==> src/rtl/obj_pkg.sv <==
// Shared OBJ-engine types: OAM geometry, OAM port owner tags and arbiter states.
package obj_pkg;

    localparam int OAM_AW = 8;
    localparam int OAM_DW = 32;

    typedef enum logic [1:0] {
        OWN_NONE,
        OWN_OBJ,
        OWN_ATTR,
        OWN_CPU
    } oam_owner_t;

    typedef enum logic [1:0] {
        ARB_RENDER,
        ARB_ATTR_BURST,
        ARB_CPU
    } arb_state_t;

endpackage

==> src/rtl/oam_tag_pipe.sv <==
// Owner-tag delay line matching the OAM read latency; the tag at the end
// tells the arbiter which requester the returning read data belongs to.
module oam_tag_pipe
    import obj_pkg::*;
#(
    parameter int DEPTH = 1
) (
    input  logic       clock,
    input  logic       reset,
    input  oam_owner_t tag_i,
    output oam_owner_t tag_o
);

    oam_owner_t pipe_q [DEPTH];

    always_ff @(posedge clock or negedge reset) begin
        if (!reset) begin
            for (int i = 0; i < DEPTH; i++) begin
                pipe_q[i] <= OWN_NONE;
            end
        end else begin
            pipe_q[0] <= tag_i;
            for (int i = 1; i < DEPTH; i++) begin
                pipe_q[i] <= pipe_q[i-1];
            end
        end
    end

    assign tag_o = pipe_q[DEPTH-1];

endmodule

==> src/rtl/oam_port_arbiter.sv <==
// Single-port OAM arbiter: object sweep, affine attribute bursts and CPU in blanking.
// Optional OAM_ARB_CPU_ANYTIME_EN lets the CPU take otherwise idle render cycles.
//
// state          | meaning
// ARB_RENDER     | render requesters by fixed priority, CPU only inside its window
// ARB_ATTR_BURST | affine fetch holds the port while attr_req stays high
// ARB_CPU        | CPU owned the last cycle; keeps it while window and request hold
module oam_port_arbiter
    import obj_pkg::*;
#(
    parameter int AW     = OAM_AW,
    parameter int DW     = OAM_DW,
    parameter int RD_LAT = 1
) (
    input  logic          clock,
    input  logic          reset,
    input  logic          obj_req,
    input  logic [AW-1:0] obj_addr,
    output logic          obj_gnt,
    output logic          obj_rvalid,
    input  logic          attr_req,
    input  logic [AW-1:0] attr_addr,
    output logic          attr_gnt,
    output logic          attr_rvalid,
    input  logic          cpu_req,
    input  logic          cpu_we,
    input  logic [AW-1:0] cpu_addr,
    input  logic [DW-1:0] cpu_wdata,
    input  logic [3:0]    cpu_be,
    output logic          cpu_gnt,
    output logic          cpu_rvalid,
    input  logic          hblank,
    input  logic          vblank,
    input  logic          hblank_free,
    input  logic          forced_blank,
    output logic [AW-1:0] oam_addr,
    output logic          oam_we,
    output logic [3:0]    oam_be,
    output logic [DW-1:0] oam_wdata,
    input  logic [DW-1:0] oam_rdata,
    output logic [DW-1:0] rdata,
    output logic          cpu_wait
);

    arb_state_t state_q, state_d;
    oam_owner_t own;
    oam_owner_t tag_in;
    oam_owner_t tag_out;
    logic       cpu_win;
    logic       cpu_open;
    logic       cpu_late;

    assign cpu_win  = vblank | forced_blank | (hblank & hblank_free);
    assign cpu_open = cpu_req & cpu_win;

`ifdef OAM_ARB_CPU_ANYTIME_EN
    assign cpu_late = cpu_req;
`else
    assign cpu_late = 1'b0;
`endif

    // ARB_CPU falls back to the render priority order in the same cycle.
    always_comb begin
        own     = OWN_NONE;
        state_d = state_q;
        case (state_q)
            ARB_ATTR_BURST: begin
                if (attr_req) begin
                    own = OWN_ATTR;
                end else begin
                    state_d = ARB_RENDER;
                end
            end
            default: begin
                if (cpu_open) begin
                    own     = OWN_CPU;
                    state_d = ARB_CPU;
                end else if (attr_req) begin
                    own     = OWN_ATTR;
                    state_d = ARB_ATTR_BURST;
                end else if (obj_req) begin
                    own     = OWN_OBJ;
                    state_d = ARB_RENDER;
                end else if (cpu_late) begin
                    own     = OWN_CPU;
                    state_d = ARB_RENDER;
                end else begin
                    state_d = ARB_RENDER;
                end
            end
        endcase
        if (!reset) begin
            own = OWN_NONE;
        end
    end

    always_ff @(posedge clock or negedge reset) begin
        if (!reset) begin
            state_q <= ARB_RENDER;
        end else begin
            state_q <= state_d;
        end
    end

    assign obj_gnt  = (own == OWN_OBJ);
    assign attr_gnt = (own == OWN_ATTR);
    assign cpu_gnt  = (own == OWN_CPU);
    assign cpu_wait = reset & cpu_req & ~cpu_gnt;

    always_comb begin
        case (own)
            OWN_OBJ:  oam_addr = obj_addr;
            OWN_ATTR: oam_addr = attr_addr;
            OWN_CPU:  oam_addr = cpu_addr;
            default:  oam_addr = '0;
        endcase
    end

    assign oam_we    = cpu_gnt & cpu_we;
    assign oam_be    = oam_we ? cpu_be : 4'hF;
    assign oam_wdata = oam_we ? cpu_wdata : '0;

    // Writes return nothing, so they occupy a pipe slot as an empty tag.
    assign tag_in = oam_we ? OWN_NONE : own;

    oam_tag_pipe #(
        .DEPTH (RD_LAT)
    ) u_tag_pipe (
        .clock (clock),
        .reset (reset),
        .tag_i (tag_in),
        .tag_o (tag_out)
    );

    assign obj_rvalid  = (tag_out == OWN_OBJ);
    assign attr_rvalid = (tag_out == OWN_ATTR);
    assign cpu_rvalid  = (tag_out == OWN_CPU);
    assign rdata       = oam_rdata;

endmodule

==> config.mk <==
export PLATFORM = sky130hd
export DESIGN_NAME = oam_port_arbiter
export DESIGN_NICKNAME = d
export VERILOG_FILES = /design/src/rtl/obj_pkg.sv /design/src/rtl/oam_tag_pipe.sv /design/src/rtl/oam_port_arbiter.sv
export SDC_FILE = /design/constraint.sdc
export NUM_CORES = 1
export LEC_CHECK = 0
export CAP_MARGIN = 20
export CORE_UTILIZATION = 19
export CTS_CLUSTER_DIAMETER = 60
export CTS_CLUSTER_SIZE = 30
export DETAILED_ROUTE_END_ITERATION = 10
export HOLD_SLACK_MARGIN = 0.1
export PLACE_DENSITY_LB_ADDON = 0.25
export SYNTH_ARGS = -nofsm -noshare
export SYNTH_HDL_FRONTEND = slang
export SYNTH_SLANG_ARGS = --single-unit
export TNS_END_PERCENT = 10
==> constraint.sdc <==
create_clock -name clock -period 2.9 [get_ports clock]
set_input_delay 0.87 -clock clock [delete_from_list [all_inputs] [get_ports clock]]
set_output_delay 0.87 -clock clock [all_outputs]
set_load 0.05 [all_outputs]
# == After elaboration in Yosys (flattened, before gate mapping) ==
# Cells that the tools add are included.
# totals
reg_bits,4
latchBits,0
ram_bits,0
mem_bits_ro,0
in_bits,102
output_inout_bits,84
word_cells,32
n_memories,0
# classes
addsub,0
mul,0
n_div,0
n_lt_le_gt_ge,0
eq_ne,8
shifts,0
muxes,14
bitwise_logic,8
n_reduce_logical,0
# op_table
operator,n
two-way mux 32 bit,1
case mux 8 bit (3 select lines),1
two-way mux 2 bit,9
equality test 2 bit (second input constant),4
equality test 2 x 1 -> 1 bit (second input constant),3
bitwise AND 1 bit,5
two-way mux 4 bit,1
two-way mux 1 bit,2
!= test 2 bit (second input constant),1
bitwise OR 1 bit,2
inverter 1 bit,1

# == Longest topological paths before layout ==
# Gate-level depths: netlist (run 1).
# logic_depth
ltp_word,9
ltp_mapped,6
ltp_nobuf,5

# == By module ==
# Synthesis (run 1) repeated with hierarchy kept, for this count alone.
# unflattened
hier_cells,140
area_unflattened_um2,955.9
# by_module_without_submodules
module,n_inst,cells_each,area_per_inst_um2,seq_area_each_um2
oam_port_arbiter,1,138,905.9,50.0
oam_tag_pipe,1,2,50.0,50.0

# == Worst setup path after synthesis (run 1) ==
# No wires, ideal clock.
# synth_timing
path_type,input to output
startpoint,input port hblank
endpoint,output port oam_addr[3]
arrival_ps,3106
required_time_ps,2030
setup_slack_ps,-1076
path_stages,4
n_path_buf,0
cell_sequence,a211oi_2 -> nor3_2 -> a311oi_2 -> a211oi_1
# synth_between
elab_chain_len,8
word_cells_on_any_way,10
cone_classes,eq/ne: 3; mux: 4; bitwise: 3
# synth_lines
item,line,rtl
from (decl),oam_port_arbiter.sv:32,"input logic hblank,"
bitwise AND 1 bit,oam_port_arbiter.sv:53,assign cpu_win = vblank | forced_blank | (hblank & hblank_free);
bitwise OR 1 bit,oam_port_arbiter.sv:53,
bitwise AND 1 bit,oam_port_arbiter.sv:54,assign cpu_open = cpu_req & cpu_win;
two-way mux 2 bit,oam_port_arbiter.sv:75,if (cpu_open) begin
two-way mux 2 bit,oam_port_arbiter.sv:66,case (state_q)
two-way mux 2 bit,oam_port_arbiter.sv:92,if (!reset) begin
equality test 2 bit,n/a,
named net cpu_gnt,oam_port_arbiter.sv:30,"output logic cpu_gnt,"
case mux 8 bit (3 select lines),oam_port_arbiter.sv:111,case (own)
to (decl),oam_port_arbiter.sv:36,"output logic [AW-1:0] oam_addr,"
# The timed path passes the listed nets, and every way through them passes these cells.

# == Worst setup path after layout (run 1) ==
# layout_timing
startpoint,input port hblank
endpoint,output port oam_addr[2]
# layout_between
elab_chain_len,8
word_cells_on_any_way,10
cone_classes,eq/ne: 3; mux: 4; bitwise: 3
# layout_lines
item,line
bitwise AND 1 bit *,oam_port_arbiter.sv:53
bitwise OR 1 bit *,oam_port_arbiter.sv:53
bitwise AND 1 bit *,oam_port_arbiter.sv:54
two-way mux 2 bit *,oam_port_arbiter.sv:75
two-way mux 2 bit *,oam_port_arbiter.sv:66
two-way mux 2 bit *,oam_port_arbiter.sv:92
equality test 2 bit / equality test 2 x 1 -> 1 bit (equally long branches),oam_port_arbiter.sv:111
case mux 8 bit (3 select lines) *,oam_port_arbiter.sv:111
# Mark *: on every way between the ends. The rest lies on a longest branch, timed or not.

==> results.cfg, run 1 <==
[run_status]
outcome = complete, but fails checks
violations = negative setup slack

[layout]
n_antenna_cell = 0
drive_gt1_share_pct = 59.6
finalInstanceArea_sq_um = 2890
syn_to_final_growth_pct = 210
stdcell_count = 307
final_util_pct = 61.2
nNetsFinal = 344

[power_and_ir_drop]
p_per_area_nw_per_um2 = 221
p_leak_nw = 1.21
ir_drop_uv = 179

[setup_path]
critPathArrivalTime_ns = 2.07
r2r_setup_slack_ns = 1.36
critPathCaptureType = primary output
critPathLaunchType = primary input
worst-setup-path-type = in2out
crit_required_ns = 2.03
path_max_fanout = 4

[clock_tree]
htreeDepth = 1
clockBufferDepth = 2
cts_num_sinks = 4
cts.clk_slew.worst_paths_ns = 0.03
cts_tree = built
clk_latency_ns = 0.22
cts-root-buf = clkbuf_8
cts_hold_buf = 0
cts_made_buffers = 3

[grt]
grt_pass1_vias = 1341
grt_max_degree = 10
grt_pass1_wl_um = 7050
grt.total_usage_pct = 17.6
grt.overflow.total = 0
antenna_found_initial = 0

[sta]
hold_viol = 0
relSlewSlack_pct = 65.8
skew_ns = 0.000352
min_period_ns = 2.94
tightest_slew_ns = 0.511
setup_viol = 7
rsz0062_at_grt = true
setup_ws_ns = -0.0429
period_share_pct = 101
max_freq_mhz = 340
drv_slew = 0

[detailed_routing]
vias = 1310
routed_wirelength_um = 4650
drc = 0
drtAntennaViolNets = 0
drtIter0Drc = 22
wire_per_inst_um = 15.1
dr.pass1.iters = 2
vias_per_cell = 4.27

[floorplanning]
ios = 186
die_y_um = 72.0
rows = 25
design.die.area_sq_um = 5190
core_sq_um = 4720
die_w_um = 72.0
initial_utilization_pct = 19.7

[synth]
ys.warnings.count = 0
synth_top_area_share_pct = 27.4
yosys-top-cells-area = buf_4 (27%), and2_1 (23%), dfrtp_1 (11%), nand2b_1 (4.7%), a221oi_1 (3.8%)
synth_cells = 126
syn-cell-area_sq_um = 932
ys_types = 28
avgSynthCellArea_sq_um = 7.40
synth_seq_cells = 4
yosysTopAreaCell = buf_4
syn_nets = 228
seq_area_frac_synth_pct = 10.7

[place]
post-place-cells = 296
placed_cell_area_sq_um = 2550
place_hpwl_um = 3460
finalWeightedCongestion = 0.754
port_buffers = 121

[run]
maxCapViolations = 0

[worst_hold_path]
hp-class = in2async
Yosys cell counts (all sizes together):
cell type	number
buf	37
and2	35
nand2b	7
nor2	7
nor3	5
a21oi	4
a221oi	4
and3	4
dfrtp	4
a221o	3
a211oi	2
inv	2
nand2	2
nand3	2
nor2b	2
a211o	1
a311oi	1
and2b	1
clkbuf	1
nor4b	1
o21ai	1
flip-flops by register name (all words and copies together) (netlist names):
name	cells
state_q	2
u_tag_pipe.tag_o	2
path summary, 6_finish.rpt:
kind / start / endpoint / depth (start not counted)
max: hblank / oam_addr[2] / 6
min: reset / state_q[0] / 3
max reg2reg: state_q[0] / u_tag_pipe.tag_o[0] / 6
min reg2reg: state_q[0] / u_tag_pipe.tag_o[0] / 4
max in group asynchronous: reset / u_tag_pipe.tag_o[1] / 3
min in group clock: state_q[0] / u_tag_pipe.tag_o[0] / 4
through the flow:
| stage | hold WS (ns) | power (mW) | worst slack (ns) | setup TNS (ns) |
|---|---|---|---|---|
| 6_report | 0.684 | 0.639 | -0.0429 | -0.156 |
| 5_1_grt | 0.686 | 0.674 | -0.0915 | -0.566 |
| 4_1_cts | 0.777 | 0.642 | -0.0675 | -1.22 |
| 3_5_place_dp | 0.860 | 0.471 | -0.511 | -20.90 |
| 3_3_place_gp | 0.850 | 0.469 | -0.486 | -20.94 |
| 2_1_floorplan | 0.574 | 0.364 | -0.186 | -1.31 |
final cells by class:
cell class / count / area (sq um)
Timing Repair Buffer: 149 / 1880
Fill cell: 370 / 1830
Multi-Input combinational cell: 82 / 771
Sequential cell: 4 / 100
Tap cell: 67 / 83.8
Clock buffer: 3 / 41.3
Inverter: 2 / 13.8
worst max-delay path, stage by stage:
cell and delay [ns]:
buf_8 0.10, a211oi_4 0.33, nor3_4 0.10, buf_6 0.14
a221o_2 0.37, buf_8 0.16
per-layer routing:
| metal | vias to the layer above | share of wire (%) | GRT usage [%] |
|---|---|---|---|
| met4 | 0 | 0.32 | 2.83 |
| met2 | 90 | 56 | 33.6 |
| li1 | 620 | - | - |
| met5 | - | 0 | 0 |
| met3 | 2 | 9.5 | 4.58 |
| met1 | 598 | 34 | 19.7 |
cell families (layout without fill, tap and decap cells):
group	count (synthesis)	after routing	synth area share [%]
buffers and inverters	40	154	31.5
and+or+nand+nor	66	66	43.4
DFF	4	4	10.7
AOI/OAI and AO/OA	16	16	14.4
layout by cell type (no fill, tap or decap), types with 2 or more instances in the layout:
| cell | synthesis | layout |
|---|---|---|
| a211oi_4 | 0 | 2 |
| a21oi_1 | 4 | 3 |
| a221o_2 | 0 | 3 |
| a221oi_2 | 0 | 3 |
| and2_1 | 35 | 2 |
| and2_4 | 0 | 33 |
| and3_1 | 4 | 3 |
| buf_12 | 0 | 39 |
| buf_4 | 34 | 20 |
| buf_6 | 2 | 18 |
| buf_8 | 0 | 4 |
| clkbuf_8 | 0 | 3 |
| clkdlybuf4s50_1 | 0 | 63 |
| dfrtp_1 | 4 | 4 |
| dlygate4sd2_1 | 0 | 2 |
| nand2b_1 | 7 | 6 |
| nor2_1 | 7 | 7 |
| nor2b_1 | 2 | 2 |
| nor3_4 | 0 | 4 |
where the power goes:
group          internal (mW)  total, mW  leakage (nW)  switching, mW
registers             0.0607     0.0627        0.0508        0.00204
logic                  0.246      0.459          1.14          0.213
clock network         0.0885      0.117        0.0216         0.0285
repair_timing:
item,in CTS,in global routing
setup buffers,8,0
pin swaps,23,6
gates resized for setup,94,14
setup endpoints to repair,49,36
cloned,4,0
Note: power is estimated with default switching activity, not from simulation.
==> run 2: changes to the inputs <==
Settings changed: ABC_CLOCK_PERIOD_IN_PS from default to 2900, CTS_CLUSTER_DIAMETER 60 to default.
==> results of run 2 <==
No change in the layout: final DEF, timing and power equal those of run 1.
==> RTL change 1, RTL diff (settings of run 1) <==
Encoding of `arb_state_t`: now one-hot (3 bits for 3 states).
--- a/src/rtl/obj_pkg.sv
+++ b/src/rtl/obj_pkg.sv
@@ -11,10 +11,10 @@
         OWN_CPU
     } oam_owner_t;
 
-    typedef enum logic [1:0] {
-        ARB_RENDER,
-        ARB_ATTR_BURST,
-        ARB_CPU
+    typedef enum logic [2:0] {
+        ARB_RENDER     = 3'b001,
+        ARB_ATTR_BURST = 3'b010,
+        ARB_CPU        = 3'b100
     } arb_state_t;
 
 endpackage
Check against the original RTL: same outputs for any inputs over 10 cycles, from zero or initial values and one cycle with reset low; not proved beyond that.
==> RTL change 1 against run 1 <==
- the flow still finishes with violations (setup timing)
- setup slack got worse by 0.047 ns
- clock power is 9% higher
- clock skew hardly changed
- non-clock buffer count down 5
- total power up 5.2%
- sequential cell count is 1 higher
- register-to-register slack worse by 0.60 ns
- synthesized area up 8.7%
- final cell count rose by 2.9%
- first-iteration DRC count rose by 36%
- die area rose by 8.5%
- global-route usage is 0.32 points higher
- design area is 2.6% higher
- wire length up 6.7%
- highest routed layer unchanged
==> RTL change 1: results (changes against run 1) <==
run status finished with violations; violated checks setup timing; CP Max Fanout 6 (+2); DPL Wire Length 3.58 mm (+3.4%); largest cells by area after synthesis buf_4 (24%), and2_1 (22%), dfrtp_1 (9.9%); global placer's final weighted congestion 0.736 (-2.5%); Syn Nets 242 (+6.1%); largest net degree at the start of global routing 25 (+15); final layout net count 349 (+1.5%); portion of the post-synthesis area used by sequential elements 12.5% (+1.7 points); library cells used by synthesis 25 (-11%); capture instance of the worst register-to-register path u_tag_pipe.tag_o[1]; final count of negative-setup-slack endpoints 44 (+37); crit path DAT 2.12 ns (+0.05 ns); R2R depth 9 (+3); worst-case headroom to the max-slew limit 47.3% (-18 points); mean number of vias per cell 4.52 (+5.8%); most common library cells after synthesis and2_1 (35), buf_4 (32), nand4_1 (16), nand3_1 (8), o2111ai_1 (8); global-route wire length before repair 7.47 mm (+6.0%); beginning of the worst register-to-register path state_q[0]; Critical path origin hblank_free; leakage dissipation 1.26 nW (+4.2%); via count of the first global-routing pass 1493 (+11%); PnR worst setup slack -0.0896 ns (-0.0467 ns); capturing element of the worst setup path oam_be[3]; crit path max-delay cell type a211o_4
RTL change 1: cell types whose count changed in the layout (fill, tap and decap cells not counted), sizes merged, moves of 4 or more:
cell / before / now
nand3: 2 / 8
nand4: 0 / 16
nor3: 5 / 1
a221oi: 4 / 0
buf: 83 / 76
a21oi: 4 / 0
o2111ai: 0 / 8
RTL change 1: critical path: cells and delay by family:
kind | cells | cell delay, ns
and+or+nand+nor | 3 | 0.40
AOI/OAI and AO/OA | 1 | 0.36
buffers and inverters | 4 | 0.49
RTL change 1: timing repair:
action,in CTS,in global routing
gates resized for setup,87,3
gates cloned,2,0
setup buffers,10,0
endpoints found under the setup margin,49,48
pin swaps,38,8
RTL change 1: logic make-up (layout without fill, tap and decap cells):
logic type | after synthesis | in the layout | synth area share (%)
DFF | 5 | 5 | 12.5
buffers and inverters | 45 | 149 | 30.4
and+or+nand+nor | 79 | 80 | 47.9
AOI/OAI and AO/OA | 11 | 12 | 9.26
RTL change 1: layout make-up:
| class | count | area, µm² |
|---|---|---|
| Clock buffer | 4 | 45.0 |
| Fill cell | 435 | 2140 |
| Inverter | 1 | 3.75 |
| Multi-Input combinational cell | 92 | 828 |
| Sequential cell | 5 | 126 |
| Tap cell | 70 | 87.6 |
| Timing Repair Buffer | 144 | 1870 |
RTL change 1: where the power goes:
part           switching (W)  total [W]  internal [W]
clock network      0.0000333   0.000128     0.0000943
logic               0.000217   0.000465      0.000248
registers         0.00000287  0.0000794     0.0000765
total               0.000253   0.000672      0.000418
RTL change 1: stage by stage:
stage / cells / setup slack (ns) / area (µm²) / utilization [%] / total power, W
5_1_grt: 316 / -0.120 / 2970 / 58.1 / 0.000702
3_3_place_gp: 300 / -0.448 / 2570 / 50.3 / 0.000490
2_1_floorplan: 140 / -0.142 / 1050 / - / 0.000372
3_5_place_dp: 300 / -0.465 / 2570 / 50.3 / 0.000492
6_report: 316 / -0.0896 / 2970 / 58.1 / 0.000672
4_1_cts: 316 / -0.114 / 2950 / 57.8 / 0.000673
RTL change 1: per-layer routing:
layer / vias to the layer above / GRT usage [%] / part of all wire, %
li1: 674 / - / -
met1: 669 / 18.9 / 36
met2: 74 / 35.6 / 56
met3: 10 / 2.81 / 7.4
met4: 0 / 5.87 / 1.3
met5: - / 0 / 0
RTL change 1: how the worst min path moves through the flow:
stage	from	endpoint	slack (ns)	depth (start not counted)
after floorplan	reset	state_q[1]	0.57	0
final	state_q[2]	state_q[2]	0.77	2
after detailed placement	state_q[2]	state_q[0]	0.81	3
after global placement	state_q[2]	state_q[0]	0.81	3
after global routing	reset	state_q[2]	0.80	2
after CTS	reset	u_tag_pipe.tag_o[1]	0.78	2
==> RTL change 2, RTL diff (settings of run 1) <==
Without the edit above. `OAM_DW`: 32 -> 16.
--- a/src/rtl/obj_pkg.sv
+++ b/src/rtl/obj_pkg.sv
@@ -2,7 +2,7 @@
 package obj_pkg;
 
     localparam int OAM_AW = 8;
-    localparam int OAM_DW = 32;
+    localparam int OAM_DW = 16;
 
     typedef enum logic [1:0] {
         OWN_NONE,
Interface: changed (resized cpu_wdata, oam_rdata, oam_wdata and rdata); port bits go from 186 to 122. No check against the original RTL was run, so the function may have changed too.
==> RTL change 2 against run 1 <==
- the flow still finishes with violations (setup timing)
- first-iteration DRC count decreased by 36%
- wire length decreased by 26%
- synthesized area decreased by 19%
- total power decreased by 14%
- setup slack improved by 0.0060 ns
- sequential power increased by 1%
- die area decreased by 19%
- sequential cell count unchanged
- hold slack got worse by 0.21 ns
- design area decreased by 19%
- critical endpoint is now oam_addr[7]
==> RTL change 2: results (changes against run 1) <==
portion of the post-synthesis area used by sequential elements 13.3% (+2.6 points); global router's overall resource usage 16.0% (-1.6 points); final layout net count 264 (-23%); worst clock skew on the final layout 0.000751 ns (+0.000399 ns); CP Max Fanout 8 (+4); global placer's final weighted congestion 0.764 (+1.3%); worst hold slack 0.474 ns (-0.209 ns); clock buffer count from CTS 3 (unchanged); post-detailed-placement cell area 0.00201 mm² (-21%); mean area per synthesized cell 7.99 µm² (+8.0%); final count of negative-setup-slack endpoints 24 (+17); Critical path origin hblank_free; capturing element of the worst setup path oam_addr[7]; placed cell count 227 (-23%); R2R depth 6 (unchanged); worst ir drop on vdd 90.5 µV (-50%); library cells used by synthesis 27 (-3.6%); DPL Wire Length 2.72 mm (-21%); Place WS -0.465 ns (+0.0458 ns); crit path max-delay cell type a211o_1; number of DRC markers in iteration 0 14 (-36%); wirelength, routed 3.43 mm (-26%); met2 usage in global routing 32.0% (-1.6 points); peak per-stage delay on the critical path 0.34 ns (-0.03 ns); met1 routed wirelength after detailed routing 1.14 mm (-28%); via count of the first global-routing pass 1093 (-18%); Port Buf Inserts 89 (-26%); total of cells resized after clock tree synthesis 73 (-22%); part of the power in combinational logic 67.8% (-4.1 points); clock-pin slew reported for the worst setup and hold paths after clock tree synthesis 0.03 ns (about the same); R2R setup slack 1.43 ns (+0.07 ns); post-synthesis compound-gate area fraction 16.0% (+1.6 points); largest net degree at the start of global routing 12 (+2); GR Util met3 3.87% (-0.71 points); type of the most critical hold path in -> async; first-pass iteration count of the detailed router 4 (+2); relative contribution of the clock network to total power 20.6% (+2.3 points); post-CTS setup repair buffer count 6 (-2); Syn Nets 164 (-28%); Setup TNS -0.644 ns (-0.489 ns); Met2 Wirelength 1.92 mm (-26%); leakage dissipation 0.946 nW (-22%); routed length per placed instance 14.3 µm (-5.8%); routed wire length on met3 351 µm (-21%); mean number of vias per cell 4.48 (+5.0%); largest cells by area after synthesis buf_4 (16%), and2_1 (14%), dfrtp_1 (13%); global-route wire length before repair 5.14 mm (-27%); share of post-route cells with drive strength above 1 58.9% (-0.73 points); cell-internal power 0.000350 W (-12%); run status finished with violations; filler instances 303 (-18%); capture instance of the worst register-to-register path u_tag_pipe.tag_o[1]; worst-case headroom to the max-slew limit 65.1% (-0.77 points); sequential group power 0.0000635 W (+1%); M1 GR Usage 15.1% (-4.5 points); most common library cells after synthesis and2_1 (17), buf_4 (16), nand3_1 (13), a31oi_1 (5), nand2b_1 (5); violated checks setup timing; PnR worst setup slack -0.0369 ns (+0.00597 ns)
## RTL change 2: cell count changes in the layout (fill, tap and decap cells not counted), moves of 2 or more
cell	change
and2_4	-17
clkdlybuf4s50_1	-16
buf_6	-10
buf_12	-8
nand3_1	+6
nor2_1	-6
nand3_4	+5
a31oi_4	+4
a221oi_2	-3
buf_8	-3
buf_4	+2
nor3_4	-2
## RTL change 2: final cells by class
type / instances / area [µm²] / share of cell area [%]
inverters: 3 / 16.3 / 0.698
multi-input cells: 67 / 691 / 29.6
clock buffers: 3 / 41.3 / 1.77
well taps: 48 / 60.1 / 2.58
flip-flops and latches: 4 / 100 / 4.29
repair buffers: 115 / 1420 / 61.0
## RTL change 2: worst reg2reg max path: stages, from the launching register on
cell and delay [ns]:
dfrtp_1 0.39, nor2b_1 0.19, nor4b_4 0.33, buf_4 0.16
buf_6 0.10, nand2b_1 0.12, a21oi_1 0.05
